$ cat src/rtl/lcis_scan_ctrl.sv
// Single-port RAM sequencer: host loads the array, then a scan reports the longest strictly
// increasing contiguous run. Define LCIS_SIGNED_EN for a two's-complement element comparison.
module lcis_scan_ctrl #(
    parameter int DATA_WIDTH = 16,
    parameter int ADDR_WIDTH = 16
) (
    input  logic                  clk,
    input  logic                  rst,
    input  logic                  host_wr_valid,
    output logic                  host_wr_ready,
    input  logic [ADDR_WIDTH-1:0] host_wr_addr,
    input  logic [DATA_WIDTH-1:0] host_wr_data,
    input  logic                  start,
    input  logic [ADDR_WIDTH-1:0] len,
    output logic                  busy,
    output logic                  done,
    output logic [ADDR_WIDTH-1:0] result,
    output logic [ADDR_WIDTH-1:0] ram_addr,
    output logic [DATA_WIDTH-1:0] ram_din,
    output logic                  ram_write_req,
    input  logic [DATA_WIDTH-1:0] ram_dout
);

    localparam logic [1:0] S_IDLE  = 2'd0;
    localparam logic [1:0] S_SCAN  = 2'd1;
    localparam logic [1:0] S_DRAIN = 2'd2;
    localparam logic [1:0] S_DONE  = 2'd3;

    localparam logic [ADDR_WIDTH-1:0] ONE = {{(ADDR_WIDTH-1){1'b0}}, 1'b1};

    logic [1:0]            state_q, state_d;
    logic [ADDR_WIDTH-1:0] issue_q, issue_d;
    logic [ADDR_WIDTH-1:0] len_q, len_d;
    logic [ADDR_WIDTH-1:0] cur_q, cur_d;
    logic [ADDR_WIDTH-1:0] best_q, best_d;
    logic [ADDR_WIDTH-1:0] result_q, result_d;
    logic [DATA_WIDTH-1:0] prev_q, prev_d;
    logic                  pend_q, pend_d;

    logic                  gt;
    logic [ADDR_WIDTH-1:0] cur_upd, best_upd;

    always_comb begin
`ifdef LCIS_SIGNED_EN
        gt = $signed(ram_dout) > $signed(prev_q);
`else
        gt = ram_dout > prev_q;
`endif
        cur_upd  = cur_q;
        best_upd = best_q;
        // cur_q == 0 only before the first element, so it doubles as the first-element flag
        if (pend_q) begin
            cur_upd  = (cur_q != '0 && gt) ? cur_q + ONE : ONE;
            best_upd = (cur_upd > best_q) ? cur_upd : best_q;
        end
    end

    always_comb begin
        state_d  = state_q;
        issue_d  = issue_q;
        len_d    = len_q;
        cur_d    = cur_upd;
        best_d   = best_upd;
        result_d = result_q;
        prev_d   = pend_q ? ram_dout : prev_q;
        pend_d   = 1'b0;
        case (state_q)
            S_IDLE: begin
                if (start) begin
                    issue_d = '0;
                    cur_d   = '0;
                    best_d  = '0;
                    len_d   = len;
                    if (len == '0) begin
                        state_d  = S_DONE;
                        result_d = '0;
                    end else begin
                        state_d = S_SCAN;
                    end
                end
            end
            S_SCAN: begin
                pend_d = 1'b1;
                if (issue_q == len_q - ONE) state_d = S_DRAIN;
                else                        issue_d = issue_q + ONE;
            end
            S_DRAIN: begin
                state_d  = S_DONE;
                result_d = best_upd;
            end
            default: state_d = S_IDLE;
        endcase
    end

    always_ff @(posedge clk or posedge rst) begin
        if (rst) begin
            state_q  <= S_IDLE;
            issue_q  <= '0;
            len_q    <= '0;
            cur_q    <= '0;
            best_q   <= '0;
            result_q <= '0;
            prev_q   <= '0;
            pend_q   <= 1'b0;
        end else begin
            state_q  <= state_d;
            issue_q  <= issue_d;
            len_q    <= len_d;
            cur_q    <= cur_d;
            best_q   <= best_d;
            result_q <= result_d;
            prev_q   <= prev_d;
            pend_q   <= pend_d;
        end
    end

    always_comb begin
        host_wr_ready = (state_q == S_IDLE);
        busy          = (state_q == S_SCAN) || (state_q == S_DRAIN);
        done          = (state_q == S_DONE);
        result        = result_q;
        if (state_q == S_IDLE) begin
            ram_addr      = host_wr_addr;
            ram_din       = host_wr_data;
            ram_write_req = host_wr_valid;
        end else begin
            ram_addr      = issue_q;
            ram_din       = '0;
            ram_write_req = 1'b0;
        end
    end

endmodule

$ cat config.mk
export PLATFORM = sky130hd
export DESIGN_NAME = lcis_scan_ctrl
export DESIGN_NICKNAME = d
export VERILOG_FILES = /design/src/rtl/lcis_scan_ctrl.sv
export SDC_FILE = /design/constraint.sdc
export NUM_CORES = 1
export LEC_CHECK = 0
export BUFFER_PORTS_ARGS = -buffer_cell sky130_fd_sc_hd__buf_2
export CAP_MARGIN = 20
export CORE_MARGIN = 3
export CORE_UTILIZATION = 56
export DETAILED_ROUTE_END_ITERATION = 10
export PLACE_DENSITY = 0.81
export SETUP_SLACK_MARGIN = 0.15
export SYNTH_ARGS = -nofsm -noshare
export SYNTH_HDL_FRONTEND = slang
export SYNTH_SLANG_ARGS = --single-unit
$ cat constraint.sdc
create_clock -name clk -period 5.8 [get_ports clk]
set_input_delay 0.58 -clock clk [delete_from_list [all_inputs] [get_ports clk]]
set_output_delay 0.58 -clock clk [all_outputs]
set_load 0.03 [all_outputs]
==> metrics.md, run 1 <==
| Metric | Value |
|---|---|
| LEAKAGE | `3.40 nW` |
| Boundary Pins | `120` |
| R2r startpoint | `prev_q[14]` |
| CP top delay family | `compound AO/OA/AOI/OAI gates` |
| Finished Cell Area | `~7000 um^2` |
| Post-Route WL | `14.9 mm` |
| Post-route minimum period | `4.57 ns` |
| # diodes | `0` |
| H-tree lvl count | `3` |
| Routability cong. | `0.897` |
| Final net count | `approximately 900` |
| Commonest non-fill, non-tap cell in the layout | `buf_2` |
| Die height | `111 um` |
| Vias in the first global route | `5173` |
| Hold Buf Count CTS | `0` |
| Setup_tns | `0 ns` |
| P&R area growth vs syn | `14.1%` |
| Synth cell types | `53` |
| Critical setup path kind | `reg2reg` |
| Crit path cell chain | `inv_1 > ha_1 > nand4_1 > nor4_1 > a21boi_0 > o31ai_2 > buf_4 > nor2_1 > ha_1 > nand2_1 > o21ai_0 > a311o_1 > a21oi_1 > a221o_1 > a31oi_2 > buf_4 > mux2i_1 > o21ai_0` |
| Cell area power density | `397 nW/um^2` |
| Initial core utilization | `58.6%` |
| Root Driver | `clkbuf_8` |
| Drt pass-1 iters | `5` |
| Worst Path Buf+Inv | `3` |
| Fill cells | `848` |
| Post-synth EDFFs | `0` |
| Clock sinks | `99` |
| Syn Inst Count | `704` |
| Syn nets | `811` |
| Post-CTS setup buffers | `0` |
| Final core occ | `between 60% and 70%` |
| Area after DPL | `6880 um^2` |
| PostCTS Resize Cnt | `0` |
| Slowest CP cell | `a31oi_2` |
| CP Data Required Time | `between 6 and 7 ns` |
| Reg2reg path depth | `18` |
| First DRT Iteration DRCs | `296` |
| Layout cell share with drive strength beyond 1 | `20.4%` |
| DRT antenna net count | `0` |
| Die Area | `12300 um^2` |
| Max-slew headroom | `42.3%` |
| FMAX | `0.219 GHz` |
| CP Data Arrival Time | `between 4 and 5 ns` |
| Seq/Total Area, Yosys | `40.0%` |
| Overall routing resource usage | `24.4%` |
| Crit-path max FO | `23` |
| Routed vias/inst | `5.67` |
| Max cap viols | `0` |
| Clock slew at reported path FFs | `approximately 0.09 ns` |
| Syn avg cell area | `8.79 um^2` |
| RSZ-0062 raised after global routing | `no` |
| Die width | `111 um` |
| Average wire per standard cell | `between 15 and 20 um` |
| DP Wirelength | `11.2 mm` |
| Global-route wire length before repair | `around 25 mm` |
| Clock skew | `0.00781 ns` |
| Leading cell types in the layout, fill and taps excluded | `buf_2 (119), nand2_1 (113), dfrtp_1 (99)` |
| HP Class | `in2async` |
| Core area | `10600 um^2` |
| Top FF cell, synth | `dfrtp_1` |
| Pin count of the biggest net entering global routing | `72` |
| Inserted Clock Buffers | `9` |
| Port Buffers | `119` |
| Count of final setup violators | `0` |
| CTS Buffer Depth | `2` |
| R2R Path End | `result[9]` |
| Initial antenna violation count | `0` |
| Worst-Margin Slew | `roughly 0.87 ns` |
| CP Capture Type | `flip-flop` |
| Final critical-path share of the clock period | `78.8%` |
| Count of warnings emitted by yosys | `0` |
| #FFs+latches synth | `99` |
| Status | `complete, no violations` |
| # rows | `37` |
| CP Launch Type | `flip-flop` |
| Total global routing overflow | `0` |
| DR vias | `5378` |
| Hold WS | `0.207 ns` |
| Final hold vios | `0` |
| Slew Limit Fails | `0` |
| Largest stage delay on the critical path | `0.51 ns` |
| Worst-skew pair later-pin latency | `approximately 0.37 ns` |
| Ys async rst share | `100%` |
| Max IR drop VDD | `approximately 0.00027 V` |
| Drt drc | `0` |
| Post-Synthesis Cell Area | `6190 um^2` |
| Flop2flop setup slack | `1.23 ns` |
| CTS tree | `done` |
[metal layers]
layer  vias to the layer above  GRT usage [%]  share of wire [%]
li1                       2630              -                  -
met1                      2541           32.0                 44
met2                       188           40.2                 48
met3                        19           5.19                7.1
met4                         0           8.27                1.3
met5                         -              0                  0
[cells by family after synthesis]
kind of cell | synth area share (%)
xor+xnor | 4.25
compound gates | 11.9
mux | 8.27
simple gates | 22.5
buf+inv | 5.16
fa+ha+maj | 7.89
flops | 40.0
[state kept, by name, indices dropped and copies added, names as in the netlist, named ones only]
name and flops:
best_q 15, cur_q 16, issue_q 16, len_q 16
pend_q 1, prev_q 16, result 16, state_q 2
[stage by stage]
stage                     setup slack [ns]  total power, mW  instances
after floorplan                       1.38             2.04        704
after global placement                1.20             2.32        933
after detailed placement             0.998             2.39        933
after CTS                             1.28             2.81        949
after global routing                 0.885             3.00        949
final                                 1.23             2.80        949
[worst max path at each step]
stage,from,end,depth (start not counted)
2_1_floorplan,ram_dout[14],result[5],17
3_3_place_gp,ram_dout[14],result[14],18
3_5_place_dp,ram_dout[14],result[9],18
4_1_cts,prev_q[14],result[9],18
5_1_grt,prev_q[14],result[12],18
6_report,prev_q[14],result[9],18
[power by group]
| group | switching [mW] | leakage (nW) | internal (mW) |
|---|---|---|---|
| Sequential | 0.135 | 1.32 | 0.831 |
| Clock | 0.234 | 0.0840 | 0.181 |
| Combinational | 0.889 | 1.99 | 0.530 |
[cell type report]
| class | count | area, um^2 | share of cell area [%] |
|---|---|---|---|
| inverter | 49 | 185 | 2.62 |
| clock buffer | 15 | 166 | 2.36 |
| tap | 136 | 170 | 2.41 |
| sequential | 99 | 2480 | 35.1 |
| clock inverter | 1 | 7.51 | 0.106 |
| timing repair buffer | 126 | 648 | 9.19 |
| multi-input combinational | 523 | 3400 | 48.2 |
[synth_stat cells, types with 10 or more instances]
library cell	count	share of area, %
a21oi_1	25	2.0
and2_1	19	1.9
clkbuf_1	28	1.7
dfrtp_1	99	40
ha_1	39	7.9
inv_1	49	3.0
mux2_2	17	3.1
mux2i_1	32	5.2
nand2_1	113	6.9
nand3_1	10	0.81
nand4_1	11	1.1
nor2_1	55	3.3
nor3_1	13	1.1
nor4_1	13	1.3
o21ai_0	50	4.0
or3_1	13	1.3
xnor2_1	11	1.6
xor2_1	19	2.7
Note: power is estimated with default switching activity, not from simulation.
==> inputs of run 2 (changes only) <==
- CORE_UTILIZATION: 56 -> 51
- PLACE_DENSITY: 0.81 -> 0.77
- clock period: 5.8 -> 4.1 ns (I/O delays scaled with it)
==> metrics.md, run 2 (same netlist as run 1, synthesis figures left out) <==
| Metric | Value |
|---|---|
| Drt pass-1 iters | `5` |
| Slew Limit Fails | `0` |
| CP Data Arrival Time | `4.21 ns` |
| Root Driver | `clkbuf_16` |
| DRT antenna net count | `0` |
| Finished Cell Area | `7820 um^2` |
| Final hold vios | `0` |
| LEAKAGE | `3.68 nW` |
| CP Data Required Time | `4.31 ns` |
| Clock slew at reported path FFs | `about 0.07 ns` |
| Initial core utilization | `53.3%` |
| HP Class | `in2async` |
| Commonest non-fill, non-tap cell in the layout | `buf_2` |
| Initial antenna violation count | `0` |
| Drt drc | `0` |
| Clock skew | `0.00846 ns` |
| Vias in the first global route | `5295` |
| Worst Path Buf+Inv | `2` |
| CTS Buffer Depth | `2` |
| Most frequent CP cell | `o21ai_1` |
| Average wire per standard cell | `16.8 um` |
| Overall routing resource usage | `24.3%` |
| Cell area power density | `600 nW/um^2` |
| Worst-skew pair later-pin latency | `0.35 ns` |
| CP Capture Type | `flip-flop` |
| Fill cells | `954` |
| Max cap viols | `0` |
| CP top delay family | `compound AO/OA/AOI/OAI gates` |
| DP Wirelength | `around 12 mm` |
| Clock sinks | `between 90 and 100` |
| Total global routing overflow | `0` |
| Global-route wire length before repair | `25.8 mm` |
| Crit-path max FO | `8` |
| Core area | `11600 um^2` |
| Inserted Clock Buffers | `9` |
| Pin count of the biggest net entering global routing | `48` |
| Count of final setup violators | `0` |
| RSZ-0062 raised after global routing | `yes` |
| Final core occ | `67.3%` |
| Status | `complete, no violations` |
| # rows | `39` |
| Max IR drop VDD | `roughly 0.00029 V` |
| FMAX | `0.250 GHz` |
| Layout cell share with drive strength beyond 1 | `28.3%` |
| Worst-Margin Slew | `0.789 ns` |
| First DRT Iteration DRCs | `367` |
| Critical setup path kind | `reg2reg` |
| CTS tree | `done` |
| P&R area growth vs syn | `26.4%` |
| Die height | `116 um` |
| H-tree lvl count | `3` |
| # diodes | `0` |
| Crit path cell chain | `inv_1 > ha_4 > nand4_1 > nor4_4 > a21boi_4 > o31ai_4 > nor2_1 > ha_1 > a21oi_1 > o21ai_1 > a311o_1 > o211ai_1 > a221o_1 > a31oi_4 > buf_12 > mux2i_2 > o21ai_1` |
| Area after DPL | `7100 um^2` |
| Slowest CP cell | `a311o_1` |
| Largest stage delay on the critical path | `0.35 ns` |
| Boundary Pins | `between 100 and 150` |
| Die width | `116 um` |
| CP Launch Type | `flip-flop` |
| Sequential cell area | `2480 um^2` |
| Routability cong. | `0.874` |
| Hold Buf Count CTS | `0` |
| Post-route minimum period | `roughly 4 ns` |
| Final net count | `950` |
| Die Area | `13500 um^2` |
| Port Buffers | `119` |
| Post-Route WL | `around 17 mm` |
| Routed vias/inst | `5.61` |
| Final critical-path share of the clock period | `97.5%` |
| Leading cell types in the layout, fill and taps excluded | `buf_2 (119), nand2_1 (113), dfrtp_1 (99)` |
| Multi-input combinational cell area | `3720 um^2` |
| DR vias | `about 5.6k` |
| Max-slew headroom | `approximately 47%` |
run 2: final cells by class:
class / count / share of cell area (%)
Clock buffer: 10 / 3.06
Clock inverter: 6 / 1.10
Inverter: 49 / 2.37
Multi-Input combinational cell: 524 / 47.5
Sequential cell: 99 / 31.7
Tap cell: 143 / 2.29
Timing Repair Buffer: 160 / 12.0
run 2: worst paths after layout:
path	from	endpoint	slack, ns	cells past startpoint
hold reg to reg	result[10]	result[10]	0.48	2
setup / recovery	prev_q[14]	result[11]	0.10	17
max in group asynchronous	rst	len_q[3]	3.11	3
min in group clk	len[5]	len_q[5]	0.26	3
hold / removal	rst	cur_q[11]	0.12	2
setup reg to reg	prev_q[14]	result[11]	0.10	17
run 2: power breakdown:
part | leakage (nW) | internal (mW) | switching (mW)
logic | 2.20 | 0.952 | 1.42
clock network | 0.159 | 0.552 | 0.388
registers | 1.32 | 1.18 | 0.202
total | 3.68 | 2.68 | 2.01
run 2: metal layers:
| layer | vias to the layer above | routed length (um) | GRT usage [%] |
|---|---|---|---|
| met1 | 2679 | 7590 | 33.5 |
| met5 | - | 0 | 0 |
| met4 | 0 | 365 | 8.43 |
| li1 | 2706 | - | - |
| met3 | 25 | 718 | 3.37 |
| met2 | 153 | 7970 | 39.7 |
run 2: per-stage QoR:
stage | TNS [ns] | hold WS, ns | instances | total power, mW | setup slack (ns)
after detailed placement | -5.78 | 0.465 | 968 | 3.46 | -0.284
after CTS | 0 | 0.146 | 987 | 4.53 | 0.150
after global routing | -0.333 | 0.163 | 991 | 5.00 | -0.0354
final | 0 | 0.120 | 991 | 4.69 | 0.102
after floorplan | 0 | 0.467 | 704 | 2.89 | 0.162
after global placement | -2.78 | 0.464 | 968 | 3.38 | -0.153
run 2: what timing repair did:
item                       CTS  global route
setup endpoints to repair   31            32
gates cloned                 1             0
pin swaps                    9            22
gates resized for setup     32            41
setup buffers                2             4
==> inputs of run 3 (changes only) <==
- ABC_CLOCK_PERIOD_IN_PS: default -> 4100
- CORE_ASPECT_RATIO: default -> 0.6
==> metrics.md, run 3 (same netlist as run 1, synthesis figures left out) <==
| Metric | Value |
|---|---|
| Status | `complete, no violations` |
| DRT antenna net count | `0` |
| Total global routing overflow | `0` |
| Max IR drop VDD | `0.000337 V` |
| Commonest non-fill, non-tap cell in the layout | `buf_2` |
| Setup WS pre-CTS | `-0.215 ns` |
| H-tree lvl count | `3` |
| DP Wirelength | `12.4 mm` |
| HP Class | `in2async` |
| Die Area | `13500 um^2` |
| Worst-Margin Slew | `0.899 ns` |
| Vias in the first global route | `roughly 5.5k` |
| Setup ws final | `0.00857 ns` |
| Layout cell share with drive strength beyond 1 | `28.7%` |
| # rows | `30` |
| Root Driver | `clkbuf_16` |
| Clock skew | `about 0.0083 ns` |
| Global-route wire length before repair | `27.9 mm` |
| LEAKAGE | `approximately 3.6 nW` |
| Die width | `148 um` |
| Fill cells | `917` |
| FMAX | `0.244 GHz` |
| P&R area growth vs syn | `26.6%` |
| Final cell count without fillers | `1001` |
| Hold Buf Count CTS | `0` |
| Critical setup path kind | `reg2reg` |
| Max-slew headroom | `40.0%` |
| Core area | `11600 um^2` |
| CP Launch Point | `prev_q[1]` |
| Port Buffers | `119` |
| First DRT Iteration DRCs | `575` |
| Drt drc | `0` |
| CTS tree | `done` |
| Routability cong. | `0.936` |
| CP Data Arrival Time | `4.37 ns` |
| Post-Route WL | `18.0 mm` |
| Tot Pwr | `between 4 and 5 mW` |
| CTS Buffer Depth | `2` |
| Drt pass-1 iters | `5` |
| Average wire per standard cell | `18.0 um` |
| Leading cell types in the layout, fill and taps excluded | `buf_2 (119), nand2_1 (113), dfrtp_1 (99)` |
| Crit-path max FO | `8` |
| # diodes | `0` |
| Clock slew at reported path FFs | `0.08 ns` |
| Pin count of the biggest net entering global routing | `72` |
| R2r startpoint | `prev_q[1]` |
| Routed vias/inst | `around 5.7` |
| Cell area power density | `around 600 nW/um^2` |
| Post-route minimum period | `4.09 ns` |
| Placed insts | `975` |
| Inserted Clock Buffers | `9` |
| Clock sinks | `99` |
| Count of final setup violators | `0` |
| Initial core utilization | `a little over half` |
| DR vias | `5744` |
| Final hold vios | `0` |
| Initial antenna violation count | `0` |
| CP Capture Type | `flip-flop` |
| Hold WS | `roughly 0.25 ns` |
| Boundary Pins | `120` |
| Final core occ | `67.7%` |
| Slew Limit Fails | `0` |
| Final net count | `about 940` |
| RSZ-0062 raised after global routing | `yes` |
| Worst-skew pair later-pin latency | `roughly 0.35 ns` |
| CP Data Required Time | `4.38 ns` |
| Die height | `91.3 um` |
| Overall routing resource usage | `25.4%` |
| Max cap viols | `0` |
| Final critical-path share of the clock period | `~100%` |
| CP Launch Type | `flip-flop` |
## run 3: cell count changes in the layout (fill, tap and decap cells not counted), moves of 3 or more
cell      previous run  this run
o21ai_0             37        42
nor2_1              49        44
clkinv_2             3         0
buf_4               37        31
o21ai_1             18        12
nor2_2               4         8
## run 3: what timing repair did
action,4_1_cts,5_1_grt
setup endpoints to repair,31,31
pin swaps,5,23
gates cloned,1,0
setup buffers,3,6
resized for setup,13,68
## run 3: worst max-delay path: stages, from the launching register on
cell      delay (ns)
dfrtp_1         0.38
inv_2           0.07
ha_4            0.19
nor2b_4         0.12
o211ai_1        0.29
a21boi_4        0.11
o31ai_4         0.46
buf_6           0.23
a21oi_4         0.06
ha_4            0.29
o21a_1          0.11
o21a_1          0.12
o22a_1          0.18
nand2_1         0.09
a221o_1         0.38
a31oi_4         0.30
buf_6           0.20
mux2_4          0.33
o21ai_2         0.11
## run 3: through the flow
stage | cell area, um^2 | TNS, ns
floorplan | 6200 | 0
global placement | 7050 | -0.251
detailed placement | 7050 | -3.85
CTS | 7430 | 0
global route | 7830 | -2.29
finish | 7830 | 0
## run 3: final cells by class
| class | count | area [um^2] | share of cell area (%) |
|---|---|---|---|
| Multi-Input combinational cell | 523 | 3770 | 48.2 |
| Tap cell | 160 | 200 | 2.56 |
| Clock inverter | 7 | 82.6 | 1.05 |
| Clock buffer | 9 | 225 | 2.88 |
| Inverter | 49 | 186 | 2.38 |
| Sequential cell | 99 | 2480 | 31.6 |
| Timing Repair Buffer | 154 | 886 | 11.3 |
## run 3: power by group
part / total, mW / internal, mW / switching (mW)
registers: 1.38 / 1.18 / 0.209
clock network: 0.894 / 0.485 / 0.410
logic: 2.41 / 0.949 / 1.46
total: 4.69 / 2.61 / 2.08
## run 3: per-layer routing
layer	share of wire (%)	vias to the layer above	global-route usage, %
met2	43	254	36.2
met4	1.5	0	3.77
met5	0	-	0
li1	-	2698	-
met1	48	2763	39.5
met3	7.6	29	6.28
## run 3: worst paths after layout
kind                                     to  slack [ns]  cells after the start
worst min register to register    result[4]        0.48                      2
worst max-delay path              result[0]       0.009                     18
min in group clk                  len_q[11]        0.27                      3
max in group asynchronous         cur_q[13]        2.90                      3
worst min-delay path            issue_q[15]        0.25                      2
worst max register to register    result[0]       0.009                     18
